## src/rtl/hc595_frame_rx_pkg.sv

```systemverilog
// Shared display constants for the 74HC595 common-anode display chain and its checker.
package hc595_frame_rx_pkg;

  localparam int DISP_FRAME_BITS = 16;

  localparam logic [7:0] SEG_ALL_OFF = 8'hFF;
  localparam logic [7:0] DIG_ALL_OFF = 8'hFF;

  localparam int SEG_A  = 0;
  localparam int SEG_B  = 1;
  localparam int SEG_C  = 2;
  localparam int SEG_D  = 3;
  localparam int SEG_E  = 4;
  localparam int SEG_F  = 5;
  localparam int SEG_G  = 6;
  localparam int SEG_DP = 7;

  typedef struct packed {
    logic [7:0] sel;
    logic [7:0] seg;
  } disp_frame_t;

  function automatic logic [4:0] sat_inc5(input logic [4:0] v);
    return (v == 5'd31) ? v : v + 5'd1;
  endfunction

endpackage

```

## src/rtl/hc595_frame_rx_pin_sync_edge.sv

```systemverilog
// Multi-flop pin synchronizer with a history flop; gives the synced level and a one-clk rise pulse.
module pin_sync_edge #(
  parameter int STAGES = 2
) (
  input  logic clk,
  input  logic rst,
  input  logic pin,
  output logic level,
  output logic rise
);

  logic [STAGES-1:0] sync_q, sync_d;
  logic              hist_q, hist_d;

  always_comb begin
    sync_d = {sync_q[STAGES-2:0], pin};
    hist_d = sync_q[STAGES-1];
  end

  always_ff @(posedge clk or posedge rst) begin
    if (rst) begin
      sync_q <= '0;
      hist_q <= 1'b0;
    end else begin
      sync_q <= sync_d;
      hist_q <= hist_d;
    end
  end

  assign level = sync_q[STAGES-1];
  assign rise  = sync_q[STAGES-1] & ~hist_q;

endmodule

```

## src/rtl/hc595_frame_rx.sv

```systemverilog
// Rebuilds the 16-bit sel/seg frame latched by the 74HC595 chain from its ds/shcp/stcp/oe pins.
module hc595_frame_rx
  import hc595_frame_rx_pkg::*;
#(
  parameter int FRAME_BITS  = DISP_FRAME_BITS,
  parameter int SYNC_STAGES = 2
) (
  input  logic       clk,
  input  logic       rst,
  input  logic       ds,
  input  logic       shcp,
  input  logic       stcp,
  input  logic       oe,
  output logic [7:0] sel_out,
  output logic [7:0] seg_out,
  output logic       frame_valid,
  output logic       frame_err,
  output logic       blank,
  output logic [4:0] shift_cnt
);

  localparam logic [4:0] FRAME_CNT = 5'(FRAME_BITS);

  logic ds_s, shcp_s, stcp_s, oe_s;
  logic shcp_rise, stcp_rise;
  logic ds_rise_unused, oe_rise_unused, shcp_lvl_unused, stcp_lvl_unused;

  pin_sync_edge #(.STAGES(SYNC_STAGES)) u_sync_ds (
    .clk(clk), .rst(rst), .pin(ds), .level(ds_s), .rise(ds_rise_unused));
  pin_sync_edge #(.STAGES(SYNC_STAGES)) u_sync_shcp (
    .clk(clk), .rst(rst), .pin(shcp), .level(shcp_s), .rise(shcp_rise));
  pin_sync_edge #(.STAGES(SYNC_STAGES)) u_sync_stcp (
    .clk(clk), .rst(rst), .pin(stcp), .level(stcp_s), .rise(stcp_rise));
  pin_sync_edge #(.STAGES(SYNC_STAGES)) u_sync_oe (
    .clk(clk), .rst(rst), .pin(oe), .level(oe_s), .rise(oe_rise_unused));

  assign shcp_lvl_unused = shcp_s;
  assign stcp_lvl_unused = stcp_s;

  logic [DISP_FRAME_BITS-1:0] sr_q, sr_d;
  logic [4:0]                 cnt_q, cnt_d;
  disp_frame_t                out_q, out_d;
  logic                       valid_q, valid_d;
  logic                       err_q, err_d;

  // Latch is decided on the pre-shift register, matching the 595 storage stage lagging the shifter.
  always_comb begin
    sr_d    = sr_q;
    cnt_d   = cnt_q;
    out_d   = out_q;
    valid_d = 1'b0;
    err_d   = 1'b0;
    if (stcp_rise) begin
      if (cnt_q == FRAME_CNT) begin
        out_d.sel = sr_q[15:8];
        out_d.seg = sr_q[7:0];
        valid_d   = 1'b1;
      end else if (cnt_q != 5'd0) begin
        err_d = 1'b1;
      end
      cnt_d = 5'd0;
    end
    if (shcp_rise) begin
      sr_d  = {sr_q[DISP_FRAME_BITS-2:0], ds_s};
      cnt_d = sat_inc5(cnt_d);
    end
  end

  always_ff @(posedge clk or posedge rst) begin
    if (rst) begin
      sr_q      <= '0;
      cnt_q     <= 5'd0;
      out_q.sel <= DIG_ALL_OFF;
      out_q.seg <= SEG_ALL_OFF;
      valid_q   <= 1'b0;
      err_q     <= 1'b0;
    end else begin
      sr_q    <= sr_d;
      cnt_q   <= cnt_d;
      out_q   <= out_d;
      valid_q <= valid_d;
      err_q   <= err_d;
    end
  end

  assign sel_out     = out_q.sel;
  assign seg_out     = out_q.seg;
  assign frame_valid = valid_q;
  assign frame_err   = err_q;
  assign blank       = oe_s;
  assign shift_cnt   = cnt_q;

endmodule

```

## config.mk

```make
export PLATFORM = sky130hd
export DESIGN_NAME = hc595_frame_rx
export DESIGN_NICKNAME = d
export VERILOG_FILES = /design/src/rtl/hc595_frame_rx_pkg.sv /design/src/rtl/hc595_frame_rx_pin_sync_edge.sv /design/src/rtl/hc595_frame_rx.sv
export SDC_FILE = /design/constraint.sdc
export NUM_CORES = 1
export LEC_CHECK = 0
export ABC_AREA = 1
export BUFFER_PORTS_ARGS = -buffer_cell sky130_fd_sc_hd__buf_2
export CAP_MARGIN = 0
export CORE_UTILIZATION = 53
export CTS_CLUSTER_SIZE = 28
export DETAILED_ROUTE_END_ITERATION = 10
export PLACE_DENSITY = 0.75
export REMOVE_ABC_BUFFERS = 1
export SETUP_SLACK_MARGIN = 0.2
export SYNTH_ARGS = -nofsm -noshare
export SYNTH_HDL_FRONTEND = slang
export SYNTH_SLANG_ARGS = --single-unit
```

## constraint.sdc

```tcl
create_clock -name clk -period 3.8 [get_ports clk]
set_clock_uncertainty 0.15 [all_clocks]
set_input_delay 0.57 -clock clk [delete_from_list [all_inputs] [get_ports clk]]
set_output_delay 0.57 -clock clk [all_outputs]
set_load 0.005 [all_outputs]
```

Word-level counts from Yosys, hierarchy flattened
Cells that the tools add are included.

operators by class
  add/sub/neg operators = 1
  equal/unequal tests = 2
  mux-type cells = 8
  bitwise logic cells = 4
  reductions and logical operators = 2

operators with widths
  operator                                      count
  2-to-1 mux 5 bit                              3
  == test 5 bit (second input constant)         2
  adder 5 x 1 -> 5 bit (second input constant)  1
  2-to-1 mux 1 bit                              5
  nonzero test 5 bit                            1
  AND 1 bit                                     2
  inverter 1 bit                                2
  AND reduction 2 bit                           1

word-level totals
  register bits after elaboration = 49
  input bits = 6
  output and inout bits = 24
  word-level logic and storage cells = 29

Depth between registers and ports, before layout
  depth in word-level cells = 6
  depth in mapped cells = 11
  depth with buffers taken out = 11

Cells and area by module
Synthesis repeated with hierarchy kept, for this count alone.

unflattened totals
  cell total of the unflattened synthesis = 206
  area total of the unflattened synthesis = 1986.9 µm²

by module, submodules not included
  module          instances  cells an instance  area each (µm²)  seq. area each (µm²)
  hc595_frame_rx  1          182                1631.6           996.0
  pin_sync_edge   4          6                  88.8             75.1

Least setup slack after synthesis
Ideal clock, no wire load.

  path kind = reg2reg
  start = register u_sync_stcp.sync_q[1]
  end = register cnt_q[1], in the netlist shift_cnt[1]
  library setup time = 65 ps
  arrival = 1256 ps
  required time = 3585 ps
  path slack = 2329 ps
  stages on the path, launching flop included = 11
  buffers on the path = 0
  period minus slack after synthesis = 1471 ps
  cells stage by stage = dfrtp_1 nand2_4 inv_4 nor2_1 ha_1 inv_1 nor2_1 nand2_1 nand2_1 nand2_1 nand2_1

on the way
  cells in the longest elaborated chain, start to end = 5
  elaborated cells between the ends (all ways) = 6
  those cells by class = add/sub (1); eq/ne (1); mux (3); bitwise (1)

RTL lines
  element                                                       RTL line                            source
  start: declaration                                            hc595_frame_rx_pin_sync_edge.sv:12  logic [STAGES-1:0] sync_q, sync_d;
  start signal: assignment                                      hc595_frame_rx_pin_sync_edge.sv:25  sync_q <= sync_d;
  AND 1 bit *                                                   hc595_frame_rx_pin_sync_edge.sv:31  assign rise = sync_q[STAGES-1] & ~hist_q;
  2-to-1 mux 5 bit *                                            hc595_frame_rx.sv:53                if (stcp_rise) begin
  adder 5 x 1 -> 5 bit / == test 5 bit (equally long branches)  hc595_frame_rx_pkg.sv:24            return (v == 5'd31) ? v : v + 5'd1;
  2-to-1 mux 5 bit                                              hc595_frame_rx_pkg.sv:24
  2-to-1 mux 5 bit *                                            hc595_frame_rx.sv:63                if (shcp_rise) begin
  via cnt_d[1]                                                  hc595_frame_rx.sv:41                logic [4:0] cnt_q, cnt_d;
  end signal: assignment                                        hc595_frame_rx.sv:79                cnt_q <= cnt_d;
  end: declaration                                              hc595_frame_rx.sv:41

Mark *: on every way through the listed nets, which the timed path passes. The rest lies on a longest branch.
A chain may end at the register's enable or synchronous reset.

Final worst setup path
  start = register u_sync_shcp.sync_q[1]
  end = register sr_q[12]

on the way
  cells in the longest elaborated chain, start to end = 1

RTL lines
  element                   RTL line                            source
  start: declaration        hc595_frame_rx_pin_sync_edge.sv:12
  start signal: assignment  hc595_frame_rx_pin_sync_edge.sv:25
  AND 1 bit                 hc595_frame_rx_pin_sync_edge.sv:31
  end signal: assignment    hc595_frame_rx.sv:78                sr_q <= sr_d;
  end: declaration          hc595_frame_rx.sv:40                logic [DISP_FRAME_BITS-1:0] sr_q, sr_d;

No other way between the ends.

==> results.py <==
metrics = {
    "detailed_routing": {
        "drc": 0,
        "vias": 1339,
        "routed_wl_um": 3130,
        "first_pass_iters": 4,
        "viasPerCell": 4.85,
        "drt.antenna.violating_nets": 0,
        "drtIter0Drc": 52,
        "wire_per_inst_um": 11.3,
    },
    "sta": {
        "hold_viol": 0,
        "fin_crit_sh": 0.514,
        "setup_viol": 0,
        "layout_setup_ws_ns": 1.85,
        "fmax_mhz": 512,
        "worstMarginPinSlew_ns": 0.946,
        "slew_violations": 0,
        "rsz0062_at_grt": "false",
        "finalSetupTns_ns": 0,
        "whs_ns": 0.156,
        "period_needed_ns": 1.95,
        "slew_headroom": 0.368,
    },
    "grt": {
        "grt_pass1_vias": 1249,
        "overflow": 0,
        "grt_busiest_layer": "met2",
        "grt_use_met1": 0.235,
        "grt_pass1_wl_um": 5510,
        "grt_max_degree": 50,
        "grt_use_total": 0.191,
        "groute.layer.met2.usage": 0.302,
        "antenna_found_initial": 0,
        "grtUsageMet3": 0.0607,
    },
    "pwr": {
        "ir_drop_mv": 0.288,
        "leakage_uw": 0.00121,
        "powerDensity_nw_per_um2": 425,
        "power.total_uw": 910,
    },
    "worst_setup_path": {
        "crit-reg2reg-capture": "sr_q[12]$_DFFE_PP0P_",
        "ff2ff_setup_slack_ns": 1.85,
        "cp_max_fo": 23,
        "crit_path_start_kind": "flop",
        "cpMaxStageDelayCell": "nor2_2",
        "cp_slowest_stage_delay_ns": 0.62,
        "cp.required_ns": 3.91,
        "critPathArrivalTime_ns": 2.07,
        "crit_buf_inv": 2,
        "critPathKind": "flop to flop",
        "reg2reg_depth": 5,
        "rr_startpoint": "u_sync_shcp.sync_q[1]$_DFF_PP0_",
        "cp-end-kind": "flop",
        "path_delay_family": "simple AND/OR/NAND/NOR gates",
        "crit_chain": "inv_1 > nor2_2 > inv_1 > nand2_1 > nand2_1",
    },
    "hold_path": {
        "holdPathEnd": "u_sync_shcp.sync_q[0]$_DFF_PP0_",
        "hold_depth": 1,
        "min_path_type": "input pin to flop",
        "hp-start": "shcp",
    },
    "placed_design": {
        "place.gp.congestion": 0.798,
        "hpwl_um": 1990,
        "post-place-ws_ns": 1.84,
        "portBuffers": 29,
    },
    "finish": {
        "drive_gt1_frac": 0.265,
        "finish.utilization": 0.627,
        "area_growth_pct": 11.0,
        "fin_nets": 236,
        "n_antenna_cell": 0,
    },
    "die": {
        "start_util": 0.565,
        "ios": 30,
        "rows": 21,
        "die-area_um2": 3890,
        "die_w_um": 62.4,
        "die_height_um": 62.4,
        "core_um2": 3420,
    },
    "yosys": {
        "synthDistinctLibCells": 19,
        "syn_inst": 199,
        "yosysWarnings": 0,
        "synth.avg_cell_area_um2": 9.70,
        "synth_seq_area_share": 0.645,
        "synth_seq_cells": 49,
        "syn_area_um2": 1930,
    },
    "clock_tree": {
        "post_cts_buffers": 0,
        "htreeDepth": 2,
        "cts_tree": "built",
        "clk_pin_slew_ns": 0.13,
        "numCtsBuffers": 5,
        "clk_latency_ns": 0.36,
        "ctsHoldBuffers": 0,
        "clock_tree.root_cell": "clkbuf_4",
        "postCtsResizedCells": 0,
        "clock-sinks": 49,
        "cts_buffer_depth": 2,
    },
    "status": {
        "status": "complete, no violations",
    },
    "run": {
        "drv_cap": 0,
    },
}
[state kept, by name, summed over array words and instances (netlist names), 2 cells and up]
name,cells
u_sync_stcp.sync_q,2
u_sync_ds.sync_q,2
sr_q,16
shift_cnt,5
u_sync_oe.sync_q,2
u_sync_shcp.sync_q,2
seg_out,8
sel_out,8
[synth_stat cells (all sizes together)]
master	instances	area (um2)
buf	5	37.5
clkbuf	1	5.00
dfrtp	33	826
dfstp	16	420
ha	1	12.5
inv	17	66.3
nand2	91	357
nand3	7	35.0
nand4	2	27.5
nor2	6	41.3
o21ai	19	95.1
o21bai	1	7.51
[metal layers]
layer | vias up | wire length [um]
li1 | 672 | -
met3 | 6 | 132
met5 | - | 0
met2 | 28 | 1440
met4 | 0 | 73
met1 | 633 | 1480
[area by class of cell]
type / count / area, um2
clock buffer: 6 / 41.3
multi-input combinational: 127 / 576
fill: 302 / 1270
inverter: 17 / 66.3
clock inverter: 2 / 10.0
sequential: 49 / 1250
tap: 46 / 57.6
timing repair buffer: 29 / 145
[how the worst max path moves through the flow]
| stage | cells after the start | endpoint | start | slack (ns) |
|---|---|---|---|---|
| floorplan | 1 | frame_err$_DFF_PP0_ | rst | 1.93 |
| global placement | 4 | sr_q[14]$_DFFE_PP0P_ | u_sync_shcp.hist_q$_DFF_PP0_ | 1.91 |
| detailed placement | 5 | sr_q[12]$_DFFE_PP0P_ | u_sync_shcp.sync_q[1]$_DFF_PP0_ | 1.84 |
| CTS | 5 | sr_q[12]$_DFFE_PP0P_ | u_sync_shcp.sync_q[1]$_DFF_PP0_ | 1.83 |
| global route | 5 | sr_q[14]$_DFFE_PP0P_ | u_sync_shcp.sync_q[1]$_DFF_PP0_ | 1.64 |
| finish | 5 | sr_q[12]$_DFFE_PP0P_ | u_sync_shcp.sync_q[1]$_DFF_PP0_ | 1.85 |
[placed cells by master (no fill, tap or decap)]
cell,synthesis,layout
clkbuf_1,0,1
nor2_8,1,1
clkinv_2,0,2
inv_1,14,13
buf_2,3,29
nand3_1,7,7
dfstp_2,16,16
nand4_4,1,1
o21ai_0,19,19
nand2_4,2,2
nor2_1,4,4
inv_4,1,1
dfrtp_1,33,33
nor2_2,1,1
ha_1,1,1
o21bai_1,1,1
inv_2,2,3
nand2_1,89,89
clkbuf_4,0,5
nand4_1,1,1
[worst register-to-register path, cell delays in order (launching register included)]
cell     delay (ns)
dfrtp_1        0.37
inv_1          0.05
nor2_2         0.62
inv_1          0.44
nand2_1        0.17
nand2_1        0.07
[per-stage QoR]
| step | instance area (um2) | std cells |
|---|---|---|
| 6_report | 2140 | 276 |
| 4_1_cts | 2140 | 276 |
| 2_1_floorplan | 1890 | 193 |
| 3_3_place_gp | 2090 | 268 |
| 3_5_place_dp | 2090 | 268 |
| 5_1_grt | 2140 | 276 |
[report_power, final]
| group | internal [uW] | total, uW | switching (uW) |
|---|---|---|---|
| Combinational | 28.4 | 91.7 | 63.4 |
| Clock | 70.7 | 225 | 154 |
| Sequential | 563 | 593 | 29.4 |
[cells by family (layout without fill, tap and decap cells)]
group	after synthesis	count (layout)	share of synthesized area
and+or+nand+nor	106	106	0.238
AOI/OAI and AO/OA	20	20	0.0531
adders and majority gates	1	1	0.00648
buffers and inverters	23	54	0.0564
DFF	49	49	0.645
(Power assumes the default switching activity.)
